$ cat config.mk
export PLATFORM = sky130hd
export DESIGN_NAME = uart_tx
export DESIGN_NICKNAME = d
export VERILOG_FILES = /design/src/rtl/uart_pkg.sv /design/src/rtl/uart_baud_gen.sv /design/src/rtl/uart_tx.sv
export SDC_FILE = /design/constraint.sdc
export NUM_CORES = 1
export LEC_CHECK = 0
export CELL_PAD_IN_SITES_DETAIL_PLACEMENT = 0
export CELL_PAD_IN_SITES_GLOBAL_PLACEMENT = 1
export CORE_ASPECT_RATIO = 1.25
export CORE_MARGIN = 5
export CORE_UTILIZATION = 40
export DETAILED_ROUTE_END_ITERATION = 10
export MAX_ROUTING_LAYER = met4
export PLACE_DENSITY_LB_ADDON = 0.1
export SETUP_SLACK_MARGIN = 0.3
export SYNTH_ARGS = -nofsm -noshare
export SYNTH_HDL_FRONTEND = slang
export SYNTH_SLANG_ARGS = --single-unit
$ cat constraint.sdc
create_clock -name clk -period 2.2 [get_ports clk]
set_clock_uncertainty 0.2 [all_clocks]
set_input_delay 0.44 -clock clk [delete_from_list [all_inputs] [get_ports clk]]
set_output_delay 0.44 -clock clk [all_outputs]
set_load 0.02 [all_outputs]
$ cat src/rtl/uart_pkg.sv
// Shared UART definitions: FSM state encoding, parity modes and parity helper.
package uart_pkg;

   typedef enum logic [2:0] {
      IDLE   = 3'd0,
      START  = 3'd1,
      DATA   = 3'd2,
      PARITY = 3'd3,
      STOP   = 3'd4
   } uart_state_t;

   localparam int PARITY_NONE = 32'sd0;
   localparam int PARITY_EVEN = 32'sd1;
   localparam int PARITY_ODD  = 32'sd2;

   // Parity over up to 9 data bits; unused upper bits are zero and do not
   // change the XOR. Odd mode is the inverse of even mode.
   function automatic logic parity_bit(input logic [8:0] data, input int mode);
      logic p;
      p = ^data;
      if (mode == PARITY_ODD) begin
         return ~p;
      end else begin
         return p;
      end
   endfunction

endpackage

$ cat src/rtl/uart_baud_gen.sv
// Bit-period counter: counts 0..CLKS_PER_BIT-1 while enabled and pulses
// bit_tick for one cycle on the terminal count. restart clears it synchronously.
module uart_baud_gen #(
   parameter int CLKS_PER_BIT = 434
) (
   input  logic clk,
   input  logic rst_n,
   input  logic restart,
   input  logic enable,
   output logic bit_tick
);

   localparam int CW = $clog2(CLKS_PER_BIT);
   localparam logic [CW-1:0] LAST = CW'(CLKS_PER_BIT - 32'sd1);

   logic [CW-1:0] cnt_r;

   // Bit-period counter, held at zero whenever the transmitter is idle.
   always_ff @(posedge clk or negedge rst_n) begin
      if (!rst_n) begin
         cnt_r <= {CW{1'b0}};
      end else if (restart) begin
         cnt_r <= {CW{1'b0}};
      end else if (enable) begin
         if (cnt_r == LAST) begin
            cnt_r <= {CW{1'b0}};
         end else begin
            cnt_r <= cnt_r + {{(CW-1){1'b0}}, 1'b1};
         end
      end else begin
         cnt_r <= {CW{1'b0}};
      end
   end

   assign bit_tick = enable & (cnt_r == LAST);

endmodule

$ cat src/rtl/uart_tx.sv
// UART transmitter: accepts a word over valid/ready and sends start bit,
// LSB-first data, optional parity and stop bits on a registered tx line.
module uart_tx #(
   parameter int CLKS_PER_BIT = 434,
   parameter int DATA_BITS    = 8,
   parameter int PARITY       = 0,
   parameter int STOP_BITS    = 1
) (
   input  logic                 clk,
   input  logic                 rst_n,
   input  logic [DATA_BITS-1:0] tx_data,
   input  logic                 tx_valid,
   output logic                 tx_ready,
   output logic                 tx,
   output logic                 busy
);

   import uart_pkg::*;

   localparam int BCW = $clog2(DATA_BITS + 32'sd1);
   localparam logic [BCW-1:0] LAST_DATA = BCW'(DATA_BITS - 32'sd1);
   localparam logic [BCW-1:0] LAST_STOP = BCW'(STOP_BITS - 32'sd1);

   if (CLKS_PER_BIT < 32'sd2) begin : g_bad_cpb
      $error("uart_tx: CLKS_PER_BIT must be at least 2");
   end
   if (DATA_BITS < 32'sd5 || DATA_BITS > 32'sd9) begin : g_bad_bits
      $error("uart_tx: DATA_BITS must be in 5..9");
   end
   if (PARITY < 32'sd0 || PARITY > 32'sd2) begin : g_bad_par
      $error("uart_tx: PARITY must be 0, 1 or 2");
   end
   if (STOP_BITS < 32'sd1 || STOP_BITS > 32'sd2) begin : g_bad_stop
      $error("uart_tx: STOP_BITS must be 1 or 2");
   end

   uart_state_t          state_r;
   logic [DATA_BITS-1:0] shift_r;
   logic [BCW-1:0]       bit_cnt_r;
   logic                 parity_r;
   logic                 tx_r;
   logic                 ready_r;
   logic                 busy_r;
   logic                 accept_s;
   logic                 enable_s;
   logic                 tick_s;

   assign accept_s = tx_valid & ready_r;
   assign enable_s = (state_r != IDLE);

   uart_baud_gen #(
      .CLKS_PER_BIT(CLKS_PER_BIT)
   ) u_baud (
      .clk     (clk),
      .rst_n   (rst_n),
      .restart (accept_s),
      .enable  (enable_s),
      .bit_tick(tick_s)
   );

   // Frame sequencer: owns state, shift register, bit counter and all outputs.
   always_ff @(posedge clk or negedge rst_n) begin
      if (!rst_n) begin
         state_r   <= IDLE;
         shift_r   <= {DATA_BITS{1'b0}};
         bit_cnt_r <= {BCW{1'b0}};
         parity_r  <= 1'b0;
         tx_r      <= 1'b1;
         ready_r   <= 1'b1;
         busy_r    <= 1'b0;
      end else begin
         case (state_r)
            IDLE: begin
               if (accept_s) begin
                  state_r   <= START;
                  shift_r   <= tx_data;
                  parity_r  <= parity_bit(9'(tx_data), PARITY);
                  bit_cnt_r <= {BCW{1'b0}};
                  tx_r      <= 1'b0;
                  ready_r   <= 1'b0;
                  busy_r    <= 1'b1;
               end else begin
                  tx_r <= 1'b1;
               end
            end
            START: begin
               if (tick_s) begin
                  state_r   <= DATA;
                  tx_r      <= shift_r[0];
                  shift_r   <= {1'b0, shift_r[DATA_BITS-1:1]};
                  bit_cnt_r <= {BCW{1'b0}};
               end else begin
                  tx_r <= 1'b0;
               end
            end
            DATA: begin
               if (tick_s) begin
                  if (bit_cnt_r == LAST_DATA) begin
                     bit_cnt_r <= {BCW{1'b0}};
                     // Parity mode is a parameter, so only one branch survives elaboration.
                     if (PARITY != PARITY_NONE) begin
                        state_r <= uart_pkg::PARITY;
                        tx_r    <= parity_r;
                     end else begin
                        state_r <= STOP;
                        tx_r    <= 1'b1;
                     end
                  end else begin
                     tx_r      <= shift_r[0];
                     shift_r   <= {1'b0, shift_r[DATA_BITS-1:1]};
                     bit_cnt_r <= bit_cnt_r + {{(BCW-1){1'b0}}, 1'b1};
                  end
               end else begin
                  tx_r <= tx_r;
               end
            end
            uart_pkg::PARITY: begin
               if (tick_s) begin
                  state_r   <= STOP;
                  tx_r      <= 1'b1;
                  bit_cnt_r <= {BCW{1'b0}};
               end else begin
                  tx_r <= parity_r;
               end
            end
            STOP: begin
               if (tick_s) begin
                  if (bit_cnt_r == LAST_STOP) begin
                     state_r   <= IDLE;
                     bit_cnt_r <= {BCW{1'b0}};
                     ready_r   <= 1'b1;
                     busy_r    <= 1'b0;
                  end else begin
                     bit_cnt_r <= bit_cnt_r + {{(BCW-1){1'b0}}, 1'b1};
                  end
               end else begin
                  bit_cnt_r <= bit_cnt_r;
               end
               tx_r <= 1'b1;
            end
            default: begin
               state_r   <= IDLE;
               bit_cnt_r <= {BCW{1'b0}};
               tx_r      <= 1'b1;
               ready_r   <= 1'b1;
               busy_r    <= 1'b0;
            end
         endcase
      end
   end

   assign tx       = tx_r;
   assign tx_ready = ready_r;
   assign busy     = busy_r;

endmodule

== After elaboration in Yosys (flattened, before gate mapping) ==
Index checks and enable logic that the tools add are counted.
Widths: inputs -> output; s select.
Cells by class
  equality and inequality tests: 15
  muxes and demuxes: 37
  bitwise operators: 3
  reduce and logical (&&, ||, !) cells: 12
  add/sub/neg operators: 2
Operators by type and width (count)
  $mux 8: 4
  $mux 9: 3
  $mux 4: 6
  $pmux 8 s3: 1
  $mux 3: 7
  $ne 2x2->1 const B: 8
  $pmux 4 s4: 1
  $pmux 3 s5: 1
  $mux 1: 11
  $add 9x1->9 const B: 1
  $eq 9x9->1 const B: 1
  $reduce_xor 9->1: 1
  $reduce_and 4->1: 2
  $reduce_and 7->1: 1
  $eq 3x2->1 const B: 2
  $pmux 1 s3: 2
  $reduce_bool 3->1: 2
  $reduce_and 5->1: 1
  $add 4x1->4 const B: 1
  $eq 4x3->1 const B: 1
  $logic_not 4->1: 1
  $pmux 1 s4: 1
  $eq 3x1->1 const B: 1
  $eq 3x3->1 const B: 1
  other kinds (7): 8
Storage, ports and cells
  output and inout port bits: 3
  logic and storage cells: 77
  register bits: 28

== Depth between registers and ports, before layout ==
  depth in word-level cells: 4
  depth in mapped cells: 7

== Modules after synthesis ==
A second synthesis with hierarchy kept.
Second synthesis, totals
  cell total of the unflattened synthesis: 167
  area total of the unflattened synthesis: 1712.9 um2
By module, submodules not included
  uart_tx: cells an instance 118, instances 1, sequential area each 478.0 um2, area each 1231.2 um2
  uart_baud_gen: cells an instance 49, instances 1, sequential area each 225.2 um2, area each 481.7 um2

== Worst setup path after synthesis ==
Ideal clock, no wire load.
  path type: reg2reg
  start: register bit_cnt_r[0]
  end: register shift_r[1]
  arrival: 1.750 ns
  period minus slack after synthesis: 2.075 ns
  slack: 0.125 ns
  data required time: 1.875 ns
  path buffers: 0
  library setup time: 0.125 ns
  stages on the path, launching flop included: 6
  cell sequence: dfrtp_1 > ha_1 > and3b_1 > o21ai_0 > nor3b_4 > mux2_2
Between the ends
  longest elaborated chain between the ends: 3
RTL lines
  from (decl): RTL line uart_tx.sv:39  | logic [BCW-1:0] bit_cnt_r;
  from (signal assigned): RTL line uart_tx.sv:66  | bit_cnt_r <= {BCW{1'b0}};
  from (signal assigned): RTL line uart_tx.sv:78  | bit_cnt_r <= {BCW{1'b0}};
  from (signal assigned): RTL line uart_tx.sv:91  | bit_cnt_r <= {BCW{1'b0}};
  $eq 4x3->1: RTL line uart_tx.sv:98  | if (bit_cnt_r == LAST_DATA) begin
  $ne 2x2->1 (no source line)
  $reduce_and 5->1 (no source line)
  to (signal assigned): RTL line uart_tx.sv:76  | shift_r <= tx_data;
  to (signal assigned): RTL line uart_tx.sv:90  | shift_r <= {1'b0, shift_r[DATA_BITS-1:1]};
  to (signal assigned): RTL line uart_tx.sv:110  | shift_r <= {1'b0, shift_r[DATA_BITS-1:1]};
  to (decl): RTL line uart_tx.sv:38  | logic [DATA_BITS-1:0] shift_r;
No other way between the ends.
A chain may end at the register's enable or synchronous reset.

== Worst setup path in the final report ==
  start: register bit_cnt_r[1]
  end: register shift_r[1]
Same word-level chain as after synthesis.

==> metrics.md <==
| Metric | Value |
|---|---|
| Crit path kind | `flip-flop to flip-flop` |
| Gate Count Post-Synth | `155` |
| Leading cell types in the layout, fill and taps excluded | `24 x dfrtp_1, 18 x buf_4, 17 x nor2_1, 12 x xnor2_1, 9 x clkdlybuf4s50_1` |
| Crit path buf inv count | `1` |
| Ys async rst share | `100.0%` |
| DR pass1 iterations | `4` |
| Fin. Hold Viols | `0` |
| Cell Area, Synth | `0.001619 mm²` |
| Starting density of the core | `42.08%` |
| Vias in the first global route | `1293` |
| Setup crit end | `shift_r[1]$_DFFE_PN0P_` |
| # IOs | `14` |
| Pre-CTS setup slack | `-0.1070 ns` |
| Comb power frac | `7.2%` |
| WHS Path Cells | `2` |
| Mapped Nets | `170` |
| CP cell instances | `ha_2 -> and3b_2 -> o21ai_2 -> nor3b_4 -> buf_12 -> mux2_4` |
| Synth Area in Simple Gates | `17.31%` |
| Post-synthesis sequential area ratio | `43.43%` |
| CP max-delay cell | `dfrtp_1` |
| Synthesized flop and latch total | `28` |
| Worst min-delay path class | `flip-flop to flip-flop` |
| Sequential Power Share | `59.8%` |
| Pleak | `0.0008755 µW` |
| Final worst-path cycle share | `89.43%` |
| Row count | `25` |
| Setup Viol. Count Final | `0` |
| CP Depth | `6` |
| Core area | `0.003847 mm²` |
| RSZ-0062 raised after global routing | `true` |
| Worst Hold Launch | `tx_ready$_DFFE_PN1P_` |
| Max-cap viol count | `0` |
| Worst Setup Slack, final | `0.2326 ns` |
| Post-layout min period | `1.967 ns` |
| Relative slew slack | `75.30%` |
| Global Route Usage Sum | `13.86%` |
| Area share of xor/xnor cells in the synthesized design | `8.114%` |
| Synth Area in Adders | `3.091%` |
| Setup crit end kind | `flip-flop` |
| R2R setup slack | `0.23 ns` |
| Routability-driven placement congestion ratio | `0.8059` |
| Commonest non-fill, non-tap cell in the layout | `dfrtp_1` |
| PwrDens | `419.7 mW/mm²` |
| Fmax | `508.3 MHz` |
| Clk root buf | `clkbuf_8` |
| Area grow syn2layout | `26.66%` |
| Num CTS Buffers | `3` |
| Clock sinks | `28` |
| Largest net degree at the start of global routing | `29` |
| IO Port Bufs | `13` |
| Reg-to-reg startpoint | `bit_cnt_r[1]$_DFFE_PN0P_` |
| Reg2reg end | `shift_r[1]$_DFFE_PN0P_` |
| R2R cell count | `6` |
| Clock latency at the later pin of the worst-skew pair | `0.27 ns` |
| Critical path's largest stage delay | `0.40 ns` |
| Share of cells above drive strength 1 | `30.65%` |
| Final Cell Area | `0.002051 mm²` |
| Full die area | `0.005428 mm²` |
| Die Span X | `66.91 µm` |
| Main combinational cell family by area after synthesis | `simple AND/OR/NAND/NOR gates` |
| Post-placement cell area | `0.001871 mm²` |
| Multiplexer share of the synthesized area | `11.59%` |
| DR WL/cell | `13.76 µm` |
| Clock transition at path regs | `0.09 ns` |
| Max Buffers Root-to-Sink | `2` |
| Worst setup path startpoint | `bit_cnt_r[1]$_DFFE_PN0P_` |
| Post-synth EDFFs | `0` |
| Warnings from Yosys | `0` |
| Global-route wire length before repair | `5733 µm` |
| Final Net Count | `202` |
| H-Tree Depth | `1` |
| Switching Fraction | `21.12%` |
| Outcome | `complete, no violations` |
| GRT overflow | `0` |
| Detailed Place HPWL | `2334 µm` |
| DR vias/cell | `5.225` |
| Arr. time, crit path | `1.93 ns` |
| Slew Viols, Final | `0` |
| Initial antenna violation count | `0` |
| Ant. Diodes | `0` |
| Slew @ Worst Pin | `0.3705 ns` |
| Worst VDD drop | `0.2311 mV` |
| Ys flop type | `dfrtp_1` |
| Startpoint class of the critical path | `flip-flop` |
| DRT antenna net count | `0` |
| Critical Path RT | `2.17 ns` |
| DR vias | `1254` |
| Internal | `679.0 µW` |
| Crit path max fanout | `8` |
| Critical path's top delay family | `simple AND/OR/NAND/NOR gates` |
| Clk pwr share | `33.1%` |
| Net Sw Power | `181.8 µW` |
| Compound-gate portion of the synthesized area | `13.06%` |
| Final WL | `3303 µm` |
| DIE HEIGHT | `81.13 µm` |
| Unique masters post-synth | `43` |
| CTS tree | `built` |
| Avg Synthesized Cell Area | `10.45 µm²` |
| DR DRC count | `0` |
| Detailed Route Iter0 Violations | `103` |
## power by group through the flow
stage | clock network (µW) | logic [µW] | registers [µW]
after floorplan | 0 | 26.7 | 525
after CTS | 301 | 63.5 | 514
after global placement | 0 | 62.2 | 524
final | 285 | 61.8 | 514
after detailed placement | 0 | 63.6 | 524
after global routing | 318 | 67.9 | 515
## synthesized netlist by cell type, types with 2 or more instances
master	instances	area (µm²)
nor2_1	17	63.81
dfstp_2	2	52.55
and4bb_2	2	25.02
o22ai_1	2	12.51
o2bb2ai_1	2	17.52
mux2_2	13	146.4
and3_1	4	25.02
dfrtp_1	26	650.6
o21ai_0	7	35.03
or3b_2	2	17.52
a21oi_1	6	30.03
clkbuf_1	2	7.510
nor3_1	2	10.01
o41ai_1	2	17.52
inv_1	8	30.03
a211oi_1	3	22.52
mux2i_1	3	30.03
xnor2_1	12	105.1
ha_1	4	50.05
nand3_1	4	20.02
nand2_1	7	26.28
xor2_1	3	26.28
buf_2	2	10.01
## layout make-up
cell class | instances | area [µm²]
repair buffers | 32 | 280.3
fillers | 362 | 1797
flip-flops and latches | 28 | 705.7
inverters | 8 | 30.03
well taps | 54 | 67.56
multi-input cells | 114 | 922.1
clock buffers | 4 | 45.04
## worst min path at each step
stage | to | slack [ns]
floorplan | bit_cnt_r[0]$_DFFE_PN0P_ | -0.06
global placement | u_baud.cnt_r[0]$_DFF_PN0_ | 0.27
detailed placement | tx_ready$_DFFE_PN1P_ | 0.28
CTS | u_baud.cnt_r[0]$_DFF_PN0_ | 0.29
global route | tx_ready$_DFFE_PN1P_ | 0.31
finish | tx_ready$_DFFE_PN1P_ | 0.29
## per-stage QoR
stage                     utilization [%]  instances  TNS, ns  hold WS [ns]  total power, µW
final                               53.30        240        0        0.2876            860.8
after global routing                53.30        240        0        0.3128            900.7
after CTS                           52.29        236        0        0.2919            879.0
after detailed placement            48.62        225  -0.6502        0.2807            588.0
after global placement              48.62        225  -0.5956        0.2689            586.7
after floorplan                         -        155        0      -0.05559            551.3
## flip-flops by register name (all words and copies together) (netlist names)
name / cells
busy: 1
tx: 1
tx_ready: 1
u_baud.cnt_r: 9
parity_r: 1
shift_r: 8
bit_cnt_r: 4
state_r: 3
## layer usage
| metal | GRT usage [%] | up-vias | wire length, µm |
|---|---|---|---|
| li1 | - | 613 | - |
| met2 | 23.71 | 17 | 1723 |
| met4 | 4.260 | 0 | 44 |
| met5 | - | - | 0 |
| met3 | 2.351 | 7 | 73 |
| met1 | 16.57 | 617 | 1461 |
## worst min-delay path: stages (launching register included)
cell and delay, ns:
dfstp_2 0.39, inv_1 0.05, a21oi_1 0.05
## kinds of logic (layout without fill, tap and decap cells)
kind of cell | after synthesis | count (layout)
xor gates and xnor gates | 15 | 15
AOI/OAI and AO/OA | 29 | 29
buffers and inverters | 13 | 44
and+or+nand+nor | 49 | 49
adders and majority gates | 4 | 4
muxes | 17 | 17
DFF | 28 | 28
## what timing repair did
action	CTS	global route
setup buffers	7	4
pin swaps	6	4
endpoints found under the setup margin	26	25
hold buffers	0	0
resized for setup	20	2
Power figures use the tool's default switching activity.
